$ cat config.mk
export PLATFORM = sky130hd
export DESIGN_NAME = riot_io_timer
export DESIGN_NICKNAME = d
export VERILOG_FILES = /design/src/rtl/riot_io_timer.sv
export SDC_FILE = /design/constraint.sdc
export NUM_CORES = 1
export LEC_CHECK = 0
export BUFFER_PORTS_ARGS = -buffer_cell sky130_fd_sc_hd__buf_2
export CORE_ASPECT_RATIO = 0.8
export CORE_MARGIN = 2
export CORE_UTILIZATION = 40
export CTS_BUF_LIST = sky130_fd_sc_hd__clkbuf_16
export DETAILED_ROUTE_END_ITERATION = 6
export PLACE_DENSITY_LB_ADDON = 0.05
export SYNTH_ARGS = -nofsm -noshare
export SYNTH_HDL_FRONTEND = slang
export SYNTH_SLANG_ARGS = --single-unit
$ cat constraint.sdc
create_clock -name phi2 -period 2.5 [get_ports phi2]
set_input_delay 0.375 -clock phi2 [delete_from_list [all_inputs] [get_ports phi2]]
set_output_delay 0.375 -clock phi2 [all_outputs]
set_load 0.01 [all_outputs]
$ cat src/rtl/riot_io_timer.sv
// RIOT-style I/O and timer block: up to four I/O ports with direction
// registers, an 8-bit interval timer with a selectable prescaler, and one
// edge-detect input on port 0. Reads are registered onto DO/OE.
module riot_io_timer #(
  parameter int NPORTS   = 2,
  parameter int PORT_W   = 8,
  parameter int EDGE_BIT = 7
) (
  input  logic                     phi2,
  input  logic                     rst,
  input  logic                     cs,
  input  logic                     we_n,
  input  logic [4:0]               A,
  input  logic [7:0]               DI,
  output logic [7:0]               DO,
  output logic                     OE,
  input  logic [NPORTS*PORT_W-1:0] PI,
  output logic [NPORTS*PORT_W-1:0] PO,
  output logic [NPORTS*PORT_W-1:0] DDR,
  output logic                     irq_n
);

  // Prescale reload value (divisor minus one) for each prescaler select.
  function automatic logic [9:0] div_m1(input logic [1:0] sel);
    case (sel)
      2'd0:    return 10'd0;
      2'd1:    return 10'd7;
      2'd2:    return 10'd63;
      default: return 10'd1023;
    endcase
  endfunction

  logic              wr_en, rd_en;
  logic              port_hit, wr_port, wr_ddr, wr_edge, wr_timer;
  logic              rd_timer, rd_flags;
  logic [1:0]        port_idx;
  logic              rd_hit;
  logic [7:0]        rd_data;
  logic [PORT_W-1:0] ddr_p, po_p, pi_p;

  logic [7:0]        timer_q;
  logic [9:0]        presc_q;
  logic [1:0]        div_q;
  logic              running_q, tflag_q, tie_q;
  logic              eflag_q, eie_q, pol_q;
  logic [2:0]        sync_q;   // [0],[1]: synchroniser, [2]: previous synchronised value
  logic              edge_hit, tick, wrap;

  // Address decode of the current bus cycle.
  always_comb begin
    // NOTE: every signal gets a value before any branch so no latch is inferred.
    wr_en    = cs & ~we_n;
    rd_en    = cs & we_n;
    port_idx = A[2:1];
    port_hit = (A[4:3] == 2'b00) && (int'(A[2:1]) < NPORTS);
    wr_port  = wr_en & port_hit & ~A[0];
    wr_ddr   = wr_en & port_hit & A[0];
    wr_edge  = wr_en & (A == 5'h08);
    wr_timer = wr_en & (A[4:3] == 2'b10);
    rd_timer = rd_en & (A == 5'h10);
    rd_flags = rd_en & (A == 5'h11);
  end

  // Read data mux: port pins/latches, direction registers, timer and flags.
  always_comb begin
    rd_hit  = 1'b0;
    rd_data = 8'h00;
    ddr_p   = '0;
    po_p    = '0;
    pi_p    = '0;
    for (int p = 0; p < NPORTS; p++) begin
      if (int'(port_idx) == p) begin
        ddr_p = DDR[p*PORT_W +: PORT_W];
        po_p  = PO[p*PORT_W +: PORT_W];
        pi_p  = PI[p*PORT_W +: PORT_W];
      end
    end
    if (port_hit) begin
      rd_hit  = 1'b1;
      rd_data = A[0] ? 8'(ddr_p) : 8'((ddr_p & po_p) | (~ddr_p & pi_p));
    end else if (A == 5'h10) begin
      rd_hit  = 1'b1;
      rd_data = timer_q;
    end else if (A == 5'h11) begin
      rd_hit  = 1'b1;
      rd_data = {tflag_q, eflag_q, 6'b0};
    end
  end

  // Port output latches and direction registers.
  always_ff @(posedge phi2 or posedge rst) begin
    // NOTE: the port registers are a handful of flops, so they take the reset like any other state.
    if (rst) begin
      PO  <= '0;
      DDR <= '0;
    end else begin
      for (int p = 0; p < NPORTS; p++) begin
        if (int'(port_idx) == p) begin
          // NOTE: non-blocking assignment keeps every flop sampling pre-edge values.
          if (wr_port) PO[p*PORT_W +: PORT_W]  <= DI[PORT_W-1:0];
          if (wr_ddr)  DDR[p*PORT_W +: PORT_W] <= DI[PORT_W-1:0];
        end
      end
    end
  end

  assign tick = running_q && (presc_q == 10'd0);
  assign wrap = tick && (timer_q == 8'h00);

  // Interval timer: load, prescaled countdown, wrap to 0xFF and flag.
  always_ff @(posedge phi2 or posedge rst) begin
    if (rst) begin
      timer_q   <= 8'h00;
      presc_q   <= 10'd0;
      div_q     <= 2'd0;
      running_q <= 1'b0;
      tflag_q   <= 1'b0;
      tie_q     <= 1'b0;
    end else if (wr_timer) begin
      timer_q   <= DI;
      presc_q   <= div_m1(A[1:0]);
      div_q     <= A[1:0];
      running_q <= 1'b1;
      tie_q     <= A[2];
      tflag_q   <= 1'b0;
    end else begin
      if (running_q) begin
        if (presc_q == 10'd0) begin
          timer_q <= timer_q - 8'd1;
          if (timer_q == 8'h00) begin
            // After expiry the timer free-runs at /1 until reloaded.
            div_q   <= 2'd0;
            presc_q <= 10'd0;
          end else begin
            presc_q <= div_m1(div_q);
          end
        end else begin
          presc_q <= presc_q - 10'd1;
        end
      end
      if (wrap)          tflag_q <= 1'b1;
      else if (rd_timer) tflag_q <= 1'b0;
    end
  end

  assign edge_hit = pol_q ? (sync_q[1] & ~sync_q[2]) : (~sync_q[1] & sync_q[2]);

  // Edge detector on port 0: synchroniser, control register and flag.
  always_ff @(posedge phi2 or posedge rst) begin
    if (rst) begin
      sync_q  <= 3'b000;
      pol_q   <= 1'b0;
      eie_q   <= 1'b0;
      eflag_q <= 1'b0;
    end else begin
      sync_q <= {sync_q[1:0], PI[EDGE_BIT]};
      if (wr_edge) begin
        pol_q <= DI[0];
        eie_q <= DI[1];
      end
      if (edge_hit)      eflag_q <= 1'b1;
      else if (rd_flags) eflag_q <= 1'b0;
    end
  end

  // Registered read port: OE pulses for one cycle after each mapped read.
  always_ff @(posedge phi2 or posedge rst) begin
    if (rst) begin
      DO <= 8'h00;
      OE <= 1'b0;
    end else if (rd_en && rd_hit) begin
      DO <= rd_data;
      OE <= 1'b1;
    end else begin
      OE <= 1'b0;
    end
  end

  assign irq_n = ~((tflag_q & tie_q) | (eflag_q & eie_q));

endmodule

[Word-level counts from Yosys, hierarchy flattened]
Cells that the tools add are included.
Storage, ports and cells
  register bits: 70
  bits of input ports: 33
  output and inout port bits: 42
  word-level logic and storage cells: 105
Operators by class
  multiplexer cells: 33
  add/sub/neg operators: 2
  reductions and logical operators: 21
  bitwise gates (word level): 23
  magnitude comparators: 1
  equality and inequality tests: 9
Operators with widths (number)
  2-to-1 mux 8 bit: 13
  one-hot mux 10 bit (3 select lines): 2
  2-to-1 mux 10 bit: 4
  AND 8 bit: 2
  AND 1 bit: 13
  == test 5 bit (second input constant): 2
  logical NOT 10 bit: 1
  2-to-1 mux 1 bit: 10
  AND reduction 2 bit: 5
  subtractor 10 x 1 -> 10 bit (second input constant): 1
  == test 2 bit (second input constant): 4
  logical NOT 2 bit: 4
  logical NOT 8 bit: 1
  2-to-1 mux 2 bit: 4
  inverter 8 bit: 1
  OR 8 bit: 1
  nonzero test 2 bit: 4
  subtractor 8 x 1 -> 8 bit (second input constant): 1
  == test 5 x 4 -> 1 bit (second input constant): 1
  inverter 1 bit: 5
  == test 2 x 1 -> 1 bit (second input constant): 2
  logical AND 1 bit: 4
  AND reduction 3 bit: 1
  nonzero test 3 bit: 1
  2 further kinds: 2

[Depth between registers and ports, before layout]
  depth after elaboration: 8
  depth in mapped cells: 7
  depth with buffers taken out: 7

[Least setup slack after synthesis]
OpenSTA, ideal clock, no wires.
  path type: register to register
  start point: register presc_q[4]
  end point: register presc_q[9]
  setup time: 0.133 ns
  arrival: 1.781 ns
  slack: 0.587 ns
  cell stages (with the launch flop): 7
  path buffers: 1
  clock period less this slack: 1.913 ns
  path through: dfrtp_1 or3_1 buf_6 or4_4 o21a_1 o31ai_1 a22oi_1
Between the ends
  cells in the longest elaborated chain, start to end: 4
  elaborated cells between the ends (all ways): 5
RTL lines
  start, declared: line 42  | logic [9:0] presc_q;
  start signal, assigned: line 121  | presc_q <= div_m1(A[1:0]);
  start signal, assigned: line 135  | presc_q <= div_m1(div_q);
  start signal, assigned: line 138  | presc_q <= presc_q - 10'd1;
  subtractor 10 x 1 -> 10 bit or logical NOT 10 bit (tied branches): line 138, 128
  2-to-1 mux 10 bit *: line 128  | if (presc_q == 10'd0) begin
  2-to-1 mux 10 bit *: line 127  | if (running_q) begin
  2-to-1 mux 10 bit *: line 119  | end else if (wr_timer) begin
Every way passes the cells marked *; elsewhere a longest branch is shown, timed or not. The select of a mux whose other input is x is not followed.
A chain may end at the register's enable or synchronous reset.

[Worst setup path after layout]
  start point: register presc_q[0]
  end point: register presc_q[1]
The elaborated chain is that of the path after synthesis.

==> results.json <==
{
  "fin_cells": 542,
  "fin_util_pct": 50.8,
  "tightestPinTransition_ns": 0.642,
  "cts_root_buf": "clkbuf_16",
  "power_mw": 3.50,
  "drt_iter0_markers": 135,
  "row_count": 30,
  "overflow": 0,
  "hold_ws_ns": 0.0513,
  "synth_flop_cell": "dfrtp_1",
  "grt.busiest_layer": "met1",
  "vias": 3043,
  "cp-end-kind": "register",
  "syn_avg_cell_area_um2": 10.4,
  "place.port_buffers": 74,
  "clk_latency_ns": 0.33,
  "yosysTopAreaCell": "dfrtp_1",
  "core_area_um2": 8600,
  "clock_path_buffers": 2,
  "swShare_pct": 31.9,
  "start_util_pct": 41.8,
  "ys_async_sr_fraction_pct": 100,
  "period_share_pct": 81.7,
  "fp.dieW_um": 110,
  "powerDensity_nw_per_um2": 803,
  "cap_viol_max_count": 0,
  "ant_nets": 0,
  "max-vdd-ir-drop_v": 0.000414,
  "netlist_instances": 346,
  "critPathKind": "reg2reg",
  "fill_cells": 836,
  "dp_cells": 528,
  "dp_hpwl_um": 6840,
  "dp_slack_ns": 0.194,
  "p_sw_mw": 1.12,
  "drv_slew": 0,
  "drive_above_1_share_pct": 34.0,
  "routed_wl_um": 9500,
  "ios": 75,
  "synth_top_cell_area_share_pct": 48.8,
  "cp_max_fo": 7,
  "cts_resized": 0,
  "leakagePower_nw": 2.01,
  "synth_seq_area_share_pct": 48.8,
  "setup_ws_ns": 0.457,
  "grt_max_degree": 52,
  "design_area_um2": 4360,
  "setup_violations": 0,
  "gp_congestion": 0.830,
  "die-area_um2": 9750,
  "cp.arrival_ns": 2.26,
  "die_h_um": 88.7,
  "grt_pass1_wl_um": 15300,
  "p_clk_share_pct": 31.4,
  "synth.area.top_cells": "dfrtp_1 (49%), mux2_2 (11%), a21oi_1 (4.9%), nand2_1 (3.5%), o21ai_0 (2.1%)",
  "yosys_warnings": 0,
  "critPathLaunchType": "register",
  "hold_class": "in2async",
  "synth-edff-count": 0,
  "wl_per_cell_um": 17.5,
  "viasPerCell": 5.61,
  "clock_sink_count": 70,
  "max_freq_ghz": 0.490,
  "drc": 0,
  "area_growth_pct": 21.6,
  "first_global_vias": 2939,
  "met1_usage_pct": 30.6,
  "seqCellArea_um2": 1750,
  "outcome": "completed",
  "globalRouteMet2Util_pct": 30.2,
  "finalClockSkew_ns": 0.00439,
  "internal_power_mw": 2.39,
  "cts_tree": "built",
  "finalSetupTns_ns": 0,
  "synth_seq_cells": 70,
  "grtUsageTotal_pct": 21.0,
  "p_comb_share_pct": 23.0,
  "cts_hold_buffers": 0,
  "cts.clk_slew.worst_paths_ns": 0.05,
  "syn_area_um2": 3590,
  "multi_input_area_um2": 1730,
  "hold_viol": 0,
  "n_antenna_cell": 0,
  "cts_buffers": 9,
  "drt_pass1_iterations": 4,
  "min_period_ns": 2.04,
  "use_met3_pct": 5.67,
  "netlist-cell-type-count": 50,
  "antenna_found_initial": 0,
  "placed_cell_area_um2": 4120,
  "synthesis.nets": 382,
  "seq_power_share_pct": 45.6,
  "h-tree-depth": 3,
  "slew_headroom_pct": 56.1,
  "post_cts_buffers": 0,
  "layout.nets": 463,
  "cp.required_ns": 2.72,
  "rsz0062_at_grt": "false"
}
-- synth_stat cells, types with 2 or more instances --
cell and instances:
or3b_2 8, nor3_1 6, nor2b_1 3, a21oi_1 35, a221oi_1 2, nand4_1 4
mux2_2 35, and2_1 2, buf_2 2, or3_1 5, a211oi_1 8, nor4_1 6
nor2_1 19, buf_4 2, xor2_1 4, dfrtp_1 70, a2111oi_0 8, o21a_1 2
o41ai_1 2, o21ai_0 15, o31ai_1 5, a22oi_1 2, nand2_1 33, a221o_1 3
buf_1 2, ha_1 3, clkbuf_1 7, xnor2_1 5, and3_1 3, nand3_1 8
inv_1 10, nand3b_1 9
-- registers in the layout, summed over array words and instances, names as in the netlist --
register / count
DDR: 16
PO: 16
presc_q: 10
DO: 8
timer_q: 8
sync_q: 3
div_q: 2
OE: 1
eflag_q: 1
eie_q: 1
pol_q: 1
running_q: 1
tflag_q: 1
tie_q: 1
-- area by class of cell --
type / count / share of cell area [%]
timing repair buffer: 84 / 10.5
sequential: 70 / 40.1
clock buffer: 9 / 5.16
multi-input combinational: 251 / 39.6
tap: 112 / 3.21
inverter: 11 / 0.946
clock inverter: 5 / 0.487
-- power groups by stage --
stage / sequential, mW / clock [mW] / combinational, mW
after global placement: 1.61 / 0 / 0.798
after global routing: 1.64 / 1.17 / 0.913
after CTS: 1.59 / 1.13 / 0.812
after floorplan: 1.59 / 0 / 0.550
final: 1.60 / 1.10 / 0.805
after detailed placement: 1.61 / 0 / 0.810
-- per-layer routing --
| metal | wire (µm) | vias to the layer above | part of all wire, % |
|---|---|---|---|
| li1 | - | 1447 | - |
| met1 | 4790 | 1491 | 50 |
| met2 | 3980 | 92 | 42 |
| met3 | 567 | 13 | 6.0 |
| met4 | 167 | 0 | 1.8 |
| met5 | 0 | - | 0 |
-- layout by cell type, fill, tap and decap left out, types with 4 or more instances in the layout --
cell       count
inv_1         11
nand3_1        8
or3_1          5
xnor2_1        5
nor3_1         6
a21oi_1       35
nand3b_1       9
a211oi_1       8
o31ai_1        5
a2111oi_0      8
nor4_1         6
nand4_1        4
xor2_1         4
o21ai_0       15
buf_4          9
dfrtp_1       70
clkbuf_16      9
mux2_2        35
or3b_2         8
nor2_1        19
buf_2         74
nand2_1       33
-- logic make-up after synthesis --
family	share of synthesized area (%)
and+or+nand+nor	17.9
AOI/OAI and AO/OA	16.0
DFF	48.8
muxes	11.0
buffers and inverters	3.10
xor gates and xnor gates	2.20
adders and majority gates	1.05
-- worst max-delay path, stage by stage, from the launching register on --
cell and delay (ns):
dfrtp_1 0.45, inv_1 0.09, ha_1 0.30, nor2b_1 0.24, nand3_1 0.24, a21oi_1 0.31, a21oi_1 0.07, o221a_2 0.23
-- worst paths after layout --
kind | end | slack [ns] | from | cells past startpoint
hold reg to reg | sync_q[1] | 0.36 | sync_q[0] | 0
setup / recovery | presc_q[1] | 0.46 | presc_q[0] | 7
hold / removal | sync_q[2] | 0.05 | rst | 2
min in group phi2 | sync_q[0] | 0.18 | PI[7] | 1
setup reg to reg | presc_q[1] | 0.46 | presc_q[0] | 7
max in group asynchronous | presc_q[9] | 1.82 | rst | 3
Note: power is estimated with default switching activity, not from simulation.
